## src/rtl/data_out_buffer_pkg.sv

```systemverilog
// Shared definitions for the write-side output buffer: default sizes and FSM encodings.
package data_out_buffer_pkg;

    localparam int DEFAULT_WORD_SIZE = 16;
    localparam int DEFAULT_DEPTH     = 4;

    // Drain FSM: idle with nothing queued, or presenting the head entry to memory.
    typedef enum logic {
        OB_IDLE  = 1'b0,
        OB_WRITE = 1'b1
    } ob_state_e;

endpackage

```

## src/rtl/data_out_buffer_if.sv

```systemverilog
// Bundle of the core write port, memory write port, forwarding port and status of the buffer.
// Handshakes:
//   core side  : a write is taken at a rising edge when wr_valid && wr_ready (wr_ready == !full).
//   memory side: mem_we holds with stable mem_addr/mem_data_out until an edge with mem_ack=1;
//                mem_ack is ignored while mem_we=0.
interface data_out_buffer_if #(
    parameter int W     = 16,
    parameter int LVL_W = 3
);
    logic             wr_valid;
    logic             wr_ready;
    logic [W-1:0]     wr_addr;
    logic [W-1:0]     wr_data;
    logic             mem_we;
    logic [W-1:0]     mem_addr;
    logic [W-1:0]     mem_data_out;
    logic             mem_ack;
    logic [W-1:0]     fwd_addr;
    logic             fwd_hit;
    logic [W-1:0]     fwd_data;
    logic             empty;
    logic [LVL_W-1:0] level;

    // Environment side: core, memory and read path.
    modport master (
        output wr_valid, wr_addr, wr_data, mem_ack, fwd_addr,
        input  wr_ready, mem_we, mem_addr, mem_data_out, fwd_hit, fwd_data, empty, level
    );

    // Buffer side.
    modport slave (
        input  wr_valid, wr_addr, wr_data, mem_ack, fwd_addr,
        output wr_ready, mem_we, mem_addr, mem_data_out, fwd_hit, fwd_data, empty, level
    );
endinterface

```

## src/rtl/data_out_buffer_fifo.sv

```systemverilog
// Circular queue of (address, data) entries with per-entry valid bits exposed for forwarding.
module data_out_buffer_fifo
    import data_out_buffer_pkg::*;
#(
    parameter int W     = DEFAULT_WORD_SIZE,
    parameter int DEPTH = DEFAULT_DEPTH,
    localparam int PTR_W = $clog2(DEPTH),
    localparam int LVL_W = PTR_W + 1
) (
    input  logic                       clk,
    input  logic                       reset_n,
    input  logic                       push,
    input  logic                       pop,
    input  logic [W-1:0]               wr_addr,
    input  logic [W-1:0]               wr_data,
    output logic [W-1:0]               head_addr,
    output logic [W-1:0]               head_data,
    output logic [PTR_W-1:0]           rd_ptr,
    output logic [DEPTH-1:0][W-1:0]    entry_addr,
    output logic [DEPTH-1:0][W-1:0]    entry_data,
    output logic [DEPTH-1:0]           entry_valid,
    output logic [LVL_W-1:0]           level,
    output logic [LVL_W-1:0]           level_next,
    output logic                       full,
    output logic                       empty
);
    logic [W-1:0]     addr_mem [DEPTH];
    logic [W-1:0]     data_mem [DEPTH];
    logic [DEPTH-1:0] valid_q;
    logic [PTR_W-1:0] wr_ptr_q;
    logic [PTR_W-1:0] rd_ptr_q;
    logic [LVL_W-1:0] level_q;
    logic             do_push;
    logic             do_pop;

    assign full    = (level_q == LVL_W'(DEPTH));
    assign empty   = (level_q == '0);
    assign do_push = push && !full;
    assign do_pop  = pop && !empty;

    // Count after this edge; lets the drain FSM leave IDLE on the edge that fills an empty queue.
    always_comb begin
        level_next = level_q;
        case ({do_push, do_pop})
            2'b10:   level_next = level_q + 1'b1;
            2'b01:   level_next = level_q - 1'b1;
            default: level_next = level_q;
        endcase
    end

    // Pointers, occupancy and valid bits; a pushed slot is never the slot being popped.
    always_ff @(posedge clk) begin
        if (!reset_n) begin
            wr_ptr_q <= '0;
            rd_ptr_q <= '0;
            level_q  <= '0;
            valid_q  <= '0;
        end else begin
            if (do_push) begin
                valid_q[wr_ptr_q] <= 1'b1;
                wr_ptr_q          <= wr_ptr_q + 1'b1;
            end
            if (do_pop) begin
                valid_q[rd_ptr_q] <= 1'b0;
                rd_ptr_q          <= rd_ptr_q + 1'b1;
            end
            level_q <= level_next;
        end
    end

    // Entry storage; contents are qualified by valid_q so it needs no reset.
    always_ff @(posedge clk) begin
        if (do_push) begin
            addr_mem[wr_ptr_q] <= wr_addr;
            data_mem[wr_ptr_q] <= wr_data;
        end
    end

    // Flatten storage for the forward compare in the parent.
    always_comb begin
        entry_addr = '0;
        entry_data = '0;
        for (int i = 0; i < DEPTH; i++) begin
            entry_addr[i] = addr_mem[i];
            entry_data[i] = data_mem[i];
        end
    end

    assign entry_valid = valid_q;
    assign head_addr   = addr_mem[rd_ptr_q];
    assign head_data   = data_mem[rd_ptr_q];
    assign rd_ptr      = rd_ptr_q;
    assign level       = level_q;
endmodule

```

## src/rtl/data_out_buffer.sv

```systemverilog
// Queues subleq result writes and drains them in order to the memory write port,
// forwarding the youngest queued value of a matching address to the read path.
module data_out_buffer
    import data_out_buffer_pkg::*;
#(
    parameter int WORD_SIZE = DEFAULT_WORD_SIZE,
    parameter int DEPTH     = DEFAULT_DEPTH,
    localparam int PTR_W = $clog2(DEPTH),
    localparam int LVL_W = PTR_W + 1
) (
    input  logic                 clk,
    input  logic                 reset_n,
    data_out_buffer_if.slave     bus,
    output ob_state_e            state_dbg
);
    ob_state_e                      state_q;
    ob_state_e                      state_d;
    logic                           push;
    logic                           pop;
    logic [WORD_SIZE-1:0]           head_addr;
    logic [WORD_SIZE-1:0]           head_data;
    logic [PTR_W-1:0]               rd_ptr;
    logic [DEPTH-1:0][WORD_SIZE-1:0] entry_addr;
    logic [DEPTH-1:0][WORD_SIZE-1:0] entry_data;
    logic [DEPTH-1:0]               entry_valid;
    logic [LVL_W-1:0]               level;
    logic [LVL_W-1:0]               level_next;
    logic                           full;
    logic                           empty;
    logic [PTR_W-1:0]               idx;

    assign push = bus.wr_valid && !full;
    assign pop  = bus.mem_we && bus.mem_ack;

    data_out_buffer_fifo #(.W(WORD_SIZE), .DEPTH(DEPTH)) u_fifo (
        .clk         (clk),
        .reset_n     (reset_n),
        .push        (push),
        .pop         (pop),
        .wr_addr     (bus.wr_addr),
        .wr_data     (bus.wr_data),
        .head_addr   (head_addr),
        .head_data   (head_data),
        .rd_ptr      (rd_ptr),
        .entry_addr  (entry_addr),
        .entry_data  (entry_data),
        .entry_valid (entry_valid),
        .level       (level),
        .level_next  (level_next),
        .full        (full),
        .empty       (empty)
    );

    // State register.
    always_ff @(posedge clk) begin
        if (!reset_n) state_q <= OB_IDLE;
        else          state_q <= state_d;
    end

    // Next state: write whenever entries remain after this edge's push/pop.
    always_comb begin
        state_d = state_q;
        case (state_q)
            OB_IDLE:  state_d = (level_next != '0) ? OB_WRITE : OB_IDLE;
            OB_WRITE: state_d = (level_next != '0) ? OB_WRITE : OB_IDLE;
            default:  state_d = OB_IDLE;
        endcase
    end

    // Memory port: present the head while writing, zeros otherwise.
    always_comb begin
        bus.mem_we       = 1'b0;
        bus.mem_addr     = '0;
        bus.mem_data_out = '0;
        if (state_q == OB_WRITE) begin
            bus.mem_we       = 1'b1;
            bus.mem_addr     = head_addr;
            bus.mem_data_out = head_data;
        end
    end

    // Forward compare, scanned oldest to youngest so the youngest match overrides.
    always_comb begin
        bus.fwd_hit  = 1'b0;
        bus.fwd_data = '0;
        idx          = '0;
        for (int k = 0; k < DEPTH; k++) begin
            idx = rd_ptr + PTR_W'(k);
            if (entry_valid[idx] && (entry_addr[idx] == bus.fwd_addr)) begin
                bus.fwd_hit  = 1'b1;
                bus.fwd_data = entry_data[idx];
            end
        end
    end

    assign bus.wr_ready = !full;
    assign bus.empty    = empty;
    assign bus.level    = level;
    assign state_dbg    = state_q;
endmodule

```

## src/flat_wrapper.sv

```systemverilog
// flat-port wrapper written by rule: the top's interface ports become plain ports
module data_out_buffer_flat import data_out_buffer_pkg::*;
#(
    parameter int WORD_SIZE = DEFAULT_WORD_SIZE,
    parameter int DEPTH     = DEFAULT_DEPTH,
    localparam int PTR_W = $clog2(DEPTH),
    localparam int LVL_W = PTR_W + 1
)
  (clk, reset_n, state_dbg, bus_wr_valid, bus_wr_addr, bus_wr_data, bus_mem_ack, bus_fwd_addr, bus_wr_ready, bus_mem_we, bus_mem_addr, bus_mem_data_out, bus_fwd_hit, bus_fwd_data, bus_empty, bus_level);
  data_out_buffer_if #(.W(16), .LVL_W(3)) bus_i ();
  input  logic clk;
  input  logic reset_n;
  output ob_state_e state_dbg;
  input wire logic [$bits(bus_i.wr_valid)-1:0] bus_wr_valid;
  input wire logic [$bits(bus_i.wr_addr)-1:0] bus_wr_addr;
  input wire logic [$bits(bus_i.wr_data)-1:0] bus_wr_data;
  input wire logic [$bits(bus_i.mem_ack)-1:0] bus_mem_ack;
  input wire logic [$bits(bus_i.fwd_addr)-1:0] bus_fwd_addr;
  output wire logic [$bits(bus_i.wr_ready)-1:0] bus_wr_ready;
  output wire logic [$bits(bus_i.mem_we)-1:0] bus_mem_we;
  output wire logic [$bits(bus_i.mem_addr)-1:0] bus_mem_addr;
  output wire logic [$bits(bus_i.mem_data_out)-1:0] bus_mem_data_out;
  output wire logic [$bits(bus_i.fwd_hit)-1:0] bus_fwd_hit;
  output wire logic [$bits(bus_i.fwd_data)-1:0] bus_fwd_data;
  output wire logic [$bits(bus_i.empty)-1:0] bus_empty;
  output wire logic [$bits(bus_i.level)-1:0] bus_level;
  assign bus_i.wr_valid = bus_wr_valid;
  assign bus_i.wr_addr = bus_wr_addr;
  assign bus_i.wr_data = bus_wr_data;
  assign bus_i.mem_ack = bus_mem_ack;
  assign bus_i.fwd_addr = bus_fwd_addr;
  assign bus_wr_ready = bus_i.wr_ready;
  assign bus_mem_we = bus_i.mem_we;
  assign bus_mem_addr = bus_i.mem_addr;
  assign bus_mem_data_out = bus_i.mem_data_out;
  assign bus_fwd_hit = bus_i.fwd_hit;
  assign bus_fwd_data = bus_i.fwd_data;
  assign bus_empty = bus_i.empty;
  assign bus_level = bus_i.level;
  data_out_buffer #(.WORD_SIZE(WORD_SIZE), .DEPTH(DEPTH)) u_core (.clk(clk), .reset_n(reset_n), .bus(bus_i), .state_dbg(state_dbg));
endmodule
```

## config.mk

```make
export PLATFORM = sky130hd
export DESIGN_NAME = data_out_buffer_flat
export DESIGN_NICKNAME = d
export VERILOG_FILES = /design/src/rtl/data_out_buffer_pkg.sv /design/src/rtl/data_out_buffer_if.sv /design/src/rtl/data_out_buffer_fifo.sv /design/src/rtl/data_out_buffer.sv /design/src/flat_wrapper.sv
export SDC_FILE = /design/constraint.sdc
export NUM_CORES = 1
export LEC_CHECK = 0
export ABC_AREA = 0
export CAP_MARGIN = 20
export CORE_ASPECT_RATIO = 0.6
export CORE_MARGIN = 5
export CORE_UTILIZATION = 58
export CTS_BUF_LIST = sky130_fd_sc_hd__clkbuf_8
export DETAILED_ROUTE_END_ITERATION = 12
export PLACE_DENSITY = 0.91
export SLEW_MARGIN = 25
export SYNTH_ARGS = -nofsm -noshare
export SYNTH_HDL_FRONTEND = slang
export SYNTH_SLANG_ARGS = --single-unit
```

## constraint.sdc

```tcl
create_clock -name clk -period 4.45 [get_ports clk]
set_input_delay 0.445 -clock clk [delete_from_list [all_inputs] [get_ports clk]]
set_output_delay 0.445 -clock clk [all_outputs]
set_load 0.01 [all_outputs]
```

Word level (Yosys, flattened, before mapping):

Memory sizes are Yosys's and may differ from the RTL's. A register that Yosys moved wholly into a read port is not among the register bits.
Index checks and enable logic that the tools add are counted.

* memories: 2
* output and inout bits: 56
* flip-flop bits (word level): 12
* memory bits (writable): 128
* bits of input ports: 52
* word-level logic and storage cells: 94

* mux-type cells: 50
* bitwise logic cells: 3
* eq/ne operators: 7
* reductions and logical operators: 14
* magnitude comparators: 7
* add/subtract/negate cells: 6

Memories
* u_core.u_fifo.addr_mem: depth 4, bits a word 16, read ports 5, clocked after memory_dff 1, wr ports 1, RTL line data_out_buffer_fifo.sv:27 `logic [W-1:0] addr_mem [DEPTH];`
* u_core.u_fifo.data_mem: depth 4, bits a word 16, read ports 5, clocked after memory_dff 1, wr ports 1, RTL line data_out_buffer_fifo.sv:28 `logic [W-1:0] data_mem [DEPTH];`

Operator list (count)
* $bmux W16 S2: 8
* $mux W16: 14
* $eq A16 B16 Y1: 4
* $lt A2 B3 Y1 const B: 5
* $mux W1: 14
* $mux W4: 3
* $logic_and A1 B1 Y1: 10
* $bmux W1 S2: 4
* $mux W2: 4
* $pmux W3 S2: 1
* $add A2 B1 Y2 const B: 2
* $add A2 B2 Y2 const B: 2
* $and A4 B4 Y4: 1
* $demux W1 S2: 2
* $ge A2 B1 Y1 const B: 2
* $not A4 Y4: 1
* $or A4 B4 Y4: 1
* $add A3 B1 Y3 const B: 1
* $eq A3 B3 Y1 const B: 1
* $logic_not A3 Y1: 1
* $reduce_bool A3 Y1: 1
* $sub A3 B1 Y3 const B: 1
* $eq A2 B1 Y1 const B: 1
* $eq A2 B2 Y1 const B: 1
* $logic_not A1 Y1: 2

Logic depth before layout (Yosys ltp):

* word-level depth: 9
* mapped depth: 15
* depth with buffers taken out: 11

By module:

A second synthesis with hierarchy kept.

* cell total of the unflattened synthesis: 890
* area total of the unflattened synthesis: 10467.5 um^2

By module, submodules not included
* data_out_buffer_fifo: area an instance 5316.3 um^2, instances 1, sequential area each 4103.9 um^2, cells each 242
* data_out_buffer: area an instance 5151.2 um^2, instances 1, sequential area each 20.0 um^2, cells each 648

Least setup slack after synthesis:

OpenSTA, ideal clock, no wires.

* path type: reg2out
* start point: register u_core.u_fifo.rd_ptr_q[1] (netlist: u_core.u_fifo.rd_ptr[1])
* end point: output port bus_fwd_data[10]
* slack: 0.587 ns
* arrival: 3.418 ns
* path buffers: 6
* stages on the path, launching flop included: 16
* path through: dfxtp_1 > buf_2 > buf_2 > inv_1 > ha_1 > buf_2 > buf_6 > clkbuf_1 > mux4_2 > xnor2_1 > nand4_1 > nor4_1 > nand3_1 > buf_2 > o211ai_1 > o22a_1

* longest elaborated chain between the ends: 8
* elaborated cells on any way between the ends: 39
* classes of those cells: add/sub: 3; eq/ne: 4; mux: 28; reduce/logical: 4

RTL lines
* start, declared: RTL line data_out_buffer_fifo.sv:31 `logic [PTR_W-1:0] rd_ptr_q;`
* start signal, assigned: RTL line data_out_buffer_fifo.sv:65 `rd_ptr_q <= rd_ptr_q + 1'b1;`
* $add A2 B1 Y2 or $bmux W16 S2 (tied branches): RTL line data_out_buffer.sv:88, data_out_buffer.sv:89
* $bmux W16 S2 or $mux W16 (tied branches): RTL line data_out_buffer.sv:89 `if (entry_valid[idx] && (entry_addr[idx] == bus.fwd_addr)) begin`
* $mux W16 (not written as such) or $eq A16 B16 Y1 (tied branches): RTL line data_out_buffer.sv:89
* $eq A16 B16 Y1 or $logic_and A1 B1 Y1 (tied branches): RTL line data_out_buffer.sv:89
* $logic_and A1 B1 Y1 or $mux W16 (tied branches): RTL line data_out_buffer.sv:89
* $mux W16 (2 in a row): RTL line data_out_buffer.sv:89
* $mux W16 (*): RTL line data_out_buffer.sv:89
* end, declared: RTL line flat_wrapper.sv:24 `output wire logic [$bits(bus_i.fwd_data)-1:0] bus_fwd_data;`

Mark *: on every way between the ends. The rest lies on a longest branch, timed or not. The select of a mux whose other input is x is not followed.

Worst setup path in the final report:

* start point: register u_core.u_fifo.rd_ptr_q[0] (netlist: u_core.u_fifo.rd_ptr[0])
* end point: output port bus_fwd_hit

* elaborated cells on any way between the ends: 31
* classes of those cells: add/sub: 3; eq/ne: 4; mux: 20; reduce/logical: 4

RTL lines
* $add A2 B2 Y2 (*): RTL line data_out_buffer.sv:88 `idx = rd_ptr + PTR_W'(k);`
* named net u_core.idx[0]: RTL line data_out_buffer.sv:30 `logic [PTR_W-1:0] idx;`
* $bmux W16 S2: RTL line data_out_buffer.sv:89
* $mux W16 (not written as such): RTL line data_out_buffer.sv:89
* $eq A16 B16 Y1: RTL line data_out_buffer.sv:89
* $logic_and A1 B1 Y1 (*): RTL line data_out_buffer.sv:89
* $mux W1 (*): RTL line data_out_buffer.sv:89
* end, declared: RTL line flat_wrapper.sv:23 `output wire logic [$bits(bus_i.fwd_hit)-1:0] bus_fwd_hit;`

Mark *: on every way through the listed nets, which the timed path passes. The rest lies on a longest branch. The select of a mux whose other input is x is not followed.

==> results by group <==
Outcome
  – Status: complete, no violations

Clock tree
  – CTS H-tree lvls: 4
  – CTS tree: done
  – Clk_lat worst skew: 0.47 ns
  – CTS Sinks: 142
  – Root buffer selected by CTS: clkbuf_8
  – Worst-path clk slew: 0.08 ns
  – CTS Buf Count: 17
  – Longest Clk Path Bufs: 2

Routing
  – Drt first pass iters: 8
  – Routed wire length: 31000 um
  – Post-route ant nets: 0
  – Number of DRC markers in iteration 0: 1375
  – Residual DRC count: 0
  – DR vias: 7989
  – Vias per cell: 7.63
  – Drt wl/cell: 29.6 um

Critical path
  – Crit path launch type: flop
  – Crit path max fanout: 16
  – CP Data Required Time: 4.01 ns
  – Arr. time, crit path: 3.86 ns
  – Critical Path Max Stage Delay: 0.54 ns
  – CP max stage cell: clkdlybuf4s50_1
  – WS Path Type: reg2out
  – Critical path cell sequence: inv_1 -> ha_4 -> buf_6 -> buf_4 -> mux4_2 -> xnor2_1 -> nand4_1 -> nor4_4 -> nand3_2 -> buf_4 -> clkbuf_16 -> nand4_1 -> clkdlybuf4s50_1
  – Crit end category: output pin

Logic synthesis
  – Syn Area/Cell: 15.1 sq um
  – Post-Synth Adder-Cell Area: 1.30%
  – Mapped Nets: 738
  – Register area share after synthesis: 40.3%
  – Synthesis warning total: 0
  – Post-synthesis mux area share: 35.4%
  – Distinct cells, synth: 46
  – Synth Cell Area: 0.0102 sq mm
  – Largest family of logic cells by synthesized area: multiplexers
  – Compound-gate portion of the synthesized area: 4.87%
  – Post-synth EDFFs: 128
  – Asr flop ratio synth: 0%
  – Synth Flop Type: edfxtp_1
  – Seq cells post-synth: 142
  – XOR/XNOR Fraction of Synth Area: 5.99%
  – Mapped Cells: 676
  – Simple-gate portion of the synthesized area: 8.47%

Floorplanning
  – Width of the chip: 181 um
  – Initial Util: 59.4%
  – Top-level port count: 108
  – Core Area: 0.0172 sq mm
  – Die area: 0.0205 sq mm
  – Row cnt: 37
  – Die H: 113 um

Global routing
  – First-pass GRT wire length: 44500 um
  – Antenna violations before repair: 0
  – Grt total ovfl: 0
  – Total track usage: 28.1%
  – Largest net degree at the start of global routing: 57
  – Vias in the first global route: 7638

Cells and area
  – Share of layout cells above drive strength 1: 32.5%
  – Design area: 0.0125 sq mm
  – Most frequent cells in the layout: mux4_2, edfxtp_1, clkdlybuf4s50_1, buf_4, xnor2_1
  – Final nets: 861
  – Area grow syn2layout: 21.9%
  – Commonest non-fill, non-tap cell in the layout: mux4_2

Placed design
  – DP Worst Slack: 0.214 ns
  – Post-DP Area: 0.0115 sq mm
  – Detailed Place HPWL: 18400 um
  – Port-buffer cells: 107
  – Routability congestion estimate: 0.906

Worst hold path
  – Worst min path class: reg2reg

Flow run
  – Number of max-cap violations: 0

Power and ir drop
  – Pwr per Cell Area: 315 mW/mm^2
  – Maximum vdd drop: 0.000197 V
  – Leakage Power: 4.17 nW

STA
  – Hold Vio Cnt, Final: 0
  – Fmax: 232 MHz
  – Final Max Slew Viols: 0
  – Post-route setup TNS: 0 ns
  – Worst slew pin tran: 0.808 ns
  – RSZ-0062 raised after global routing: false
  – Slew HR: 46.1%
  – Final period util: 96.8%
  – Worst Slack Setup Final: 0.143 ns
  – Min Clock Period, post-route: 4.31 ns
  – Setup violators final: 0
  – Setup Skew: 0.00964 ns
  – Hold slack: 0.586 ns
==> sequential cells by signal, summed over array words and instances (netlist names), named ones only <==
name and cells:
u_core.u_fifo.data_mem 64, u_core.u_fifo.level 3, u_core.u_fifo.addr_mem 64, u_core.u_fifo.rd_ptr 2, u_core.state_dbg 1, u_core.u_fifo.wr_ptr_q 2
u_core.u_fifo.entry_valid 4
==> repair_timing <==
item,in CTS,in global routing
hold buffers,0,0
endpoints found under the setup margin,17,16
pin swaps,1,13
setup buffers,5,23
gates cloned,0,6
gates resized for setup,9,40
==> where the power goes <==
part / internal (mW) / switching, mW / total, mW / leakage (nW)
Combinational: 0.619 / 0.540 / 1.16 / 2.68
Clock: 0.607 / 0.522 / 1.13 / 0.203
Sequential: 1.54 / 0.0987 / 1.64 / 1.29
==> kinds of logic after synthesis <==
logic type | after synthesis
AOI/OAI and AO/OA | 67
xor gates and xnor gates | 70
adders and majority gates | 10
buffers and inverters | 76
DFF | 142
muxes | 174
and+or+nand+nor | 137
==> cells in the mapped netlist, drive strengths merged, types with 2 or more instances <==
cell,count,area share [%]
o22a,16,1.4
mux2i,23,2.2
clkbuf,27,0.99
dfxtp,14,2.7
edfxtp,128,38
o22ai,2,0.12
and3,4,0.24
ha,9,1.1
nor4,5,0.45
mux4,150,33
nand2b,4,0.24
o2111ai,3,0.26
nand3,22,1.1
xor2,21,1.8
or4,2,0.15
nand4,24,1.5
and4b,16,1.6
xnor2,49,4.2
o211ai,17,1.2
a21oi,8,0.39
buf,39,2.4
nor3,4,0.29
o21a,4,0.29
nor2,14,0.51
o21ai,6,0.29
nand2,6,0.22
a31oi,3,0.18
inv,10,0.37
a221oi,2,0.17
and2,35,2.1
==> worst paths after layout <==
kind	from	to	slack [ns]	cells past startpoint
worst max-delay path	u_core.u_fifo.rd_ptr[0]	bus_fwd_hit	0.14	13
worst max register to register	u_core.u_fifo.level[0]	u_core.state_dbg	1.77	9
worst min-delay path	u_core.u_fifo.level[1]	u_core.u_fifo.level[1]	0.59	2
worst min register to register	u_core.u_fifo.level[1]	u_core.u_fifo.level[1]	0.59	2
==> area by class of cell <==
class,count,area (sq um)
inverter,10,37.5
clock inverter,15,199
sequential,142,4130
fill,965,4740
timing repair buffer,168,1710
antenna,1,2.50
tap,234,293
multi-input combinational,460,5870
clock buffer,17,234
==> per-layer routing <==
layer / track usage [%] / vias to the layer above / part of all wire, %
li1: - / 3085 / -
met1: 38.2 / 3975 / 35
met2: 44.1 / 811 / 46
met3: 9.19 / 118 / 16
met4: 8.30 / 0 / 3.2
met5: 0 / - / 0
==> worst max-delay path, delay by kind of cell, from the launching register on <==
family	cells	cell delay, ns
adders and majority gates	1	0.35
buffers and inverters	6	1.29
DFF	1	0.41
and+or+nand+nor	4	0.81
muxes	1	0.31
xor gates and xnor gates	1	0.22
==> stage by stage <==
| stage | std cells | util [%] | power (mW) |
|---|---|---|---|
| after detailed placement | 980 | 66.9 | 2.72 |
| after floorplan | 676 | - | 2.35 |
| after CTS | 1017 | 69.9 | 3.84 |
| after global routing | 1046 | 72.4 | 4.08 |
| after global placement | 980 | 66.9 | 2.68 |
| final | 1047 | 72.5 | 3.93 |
Power figures use the tool's default switching activity.
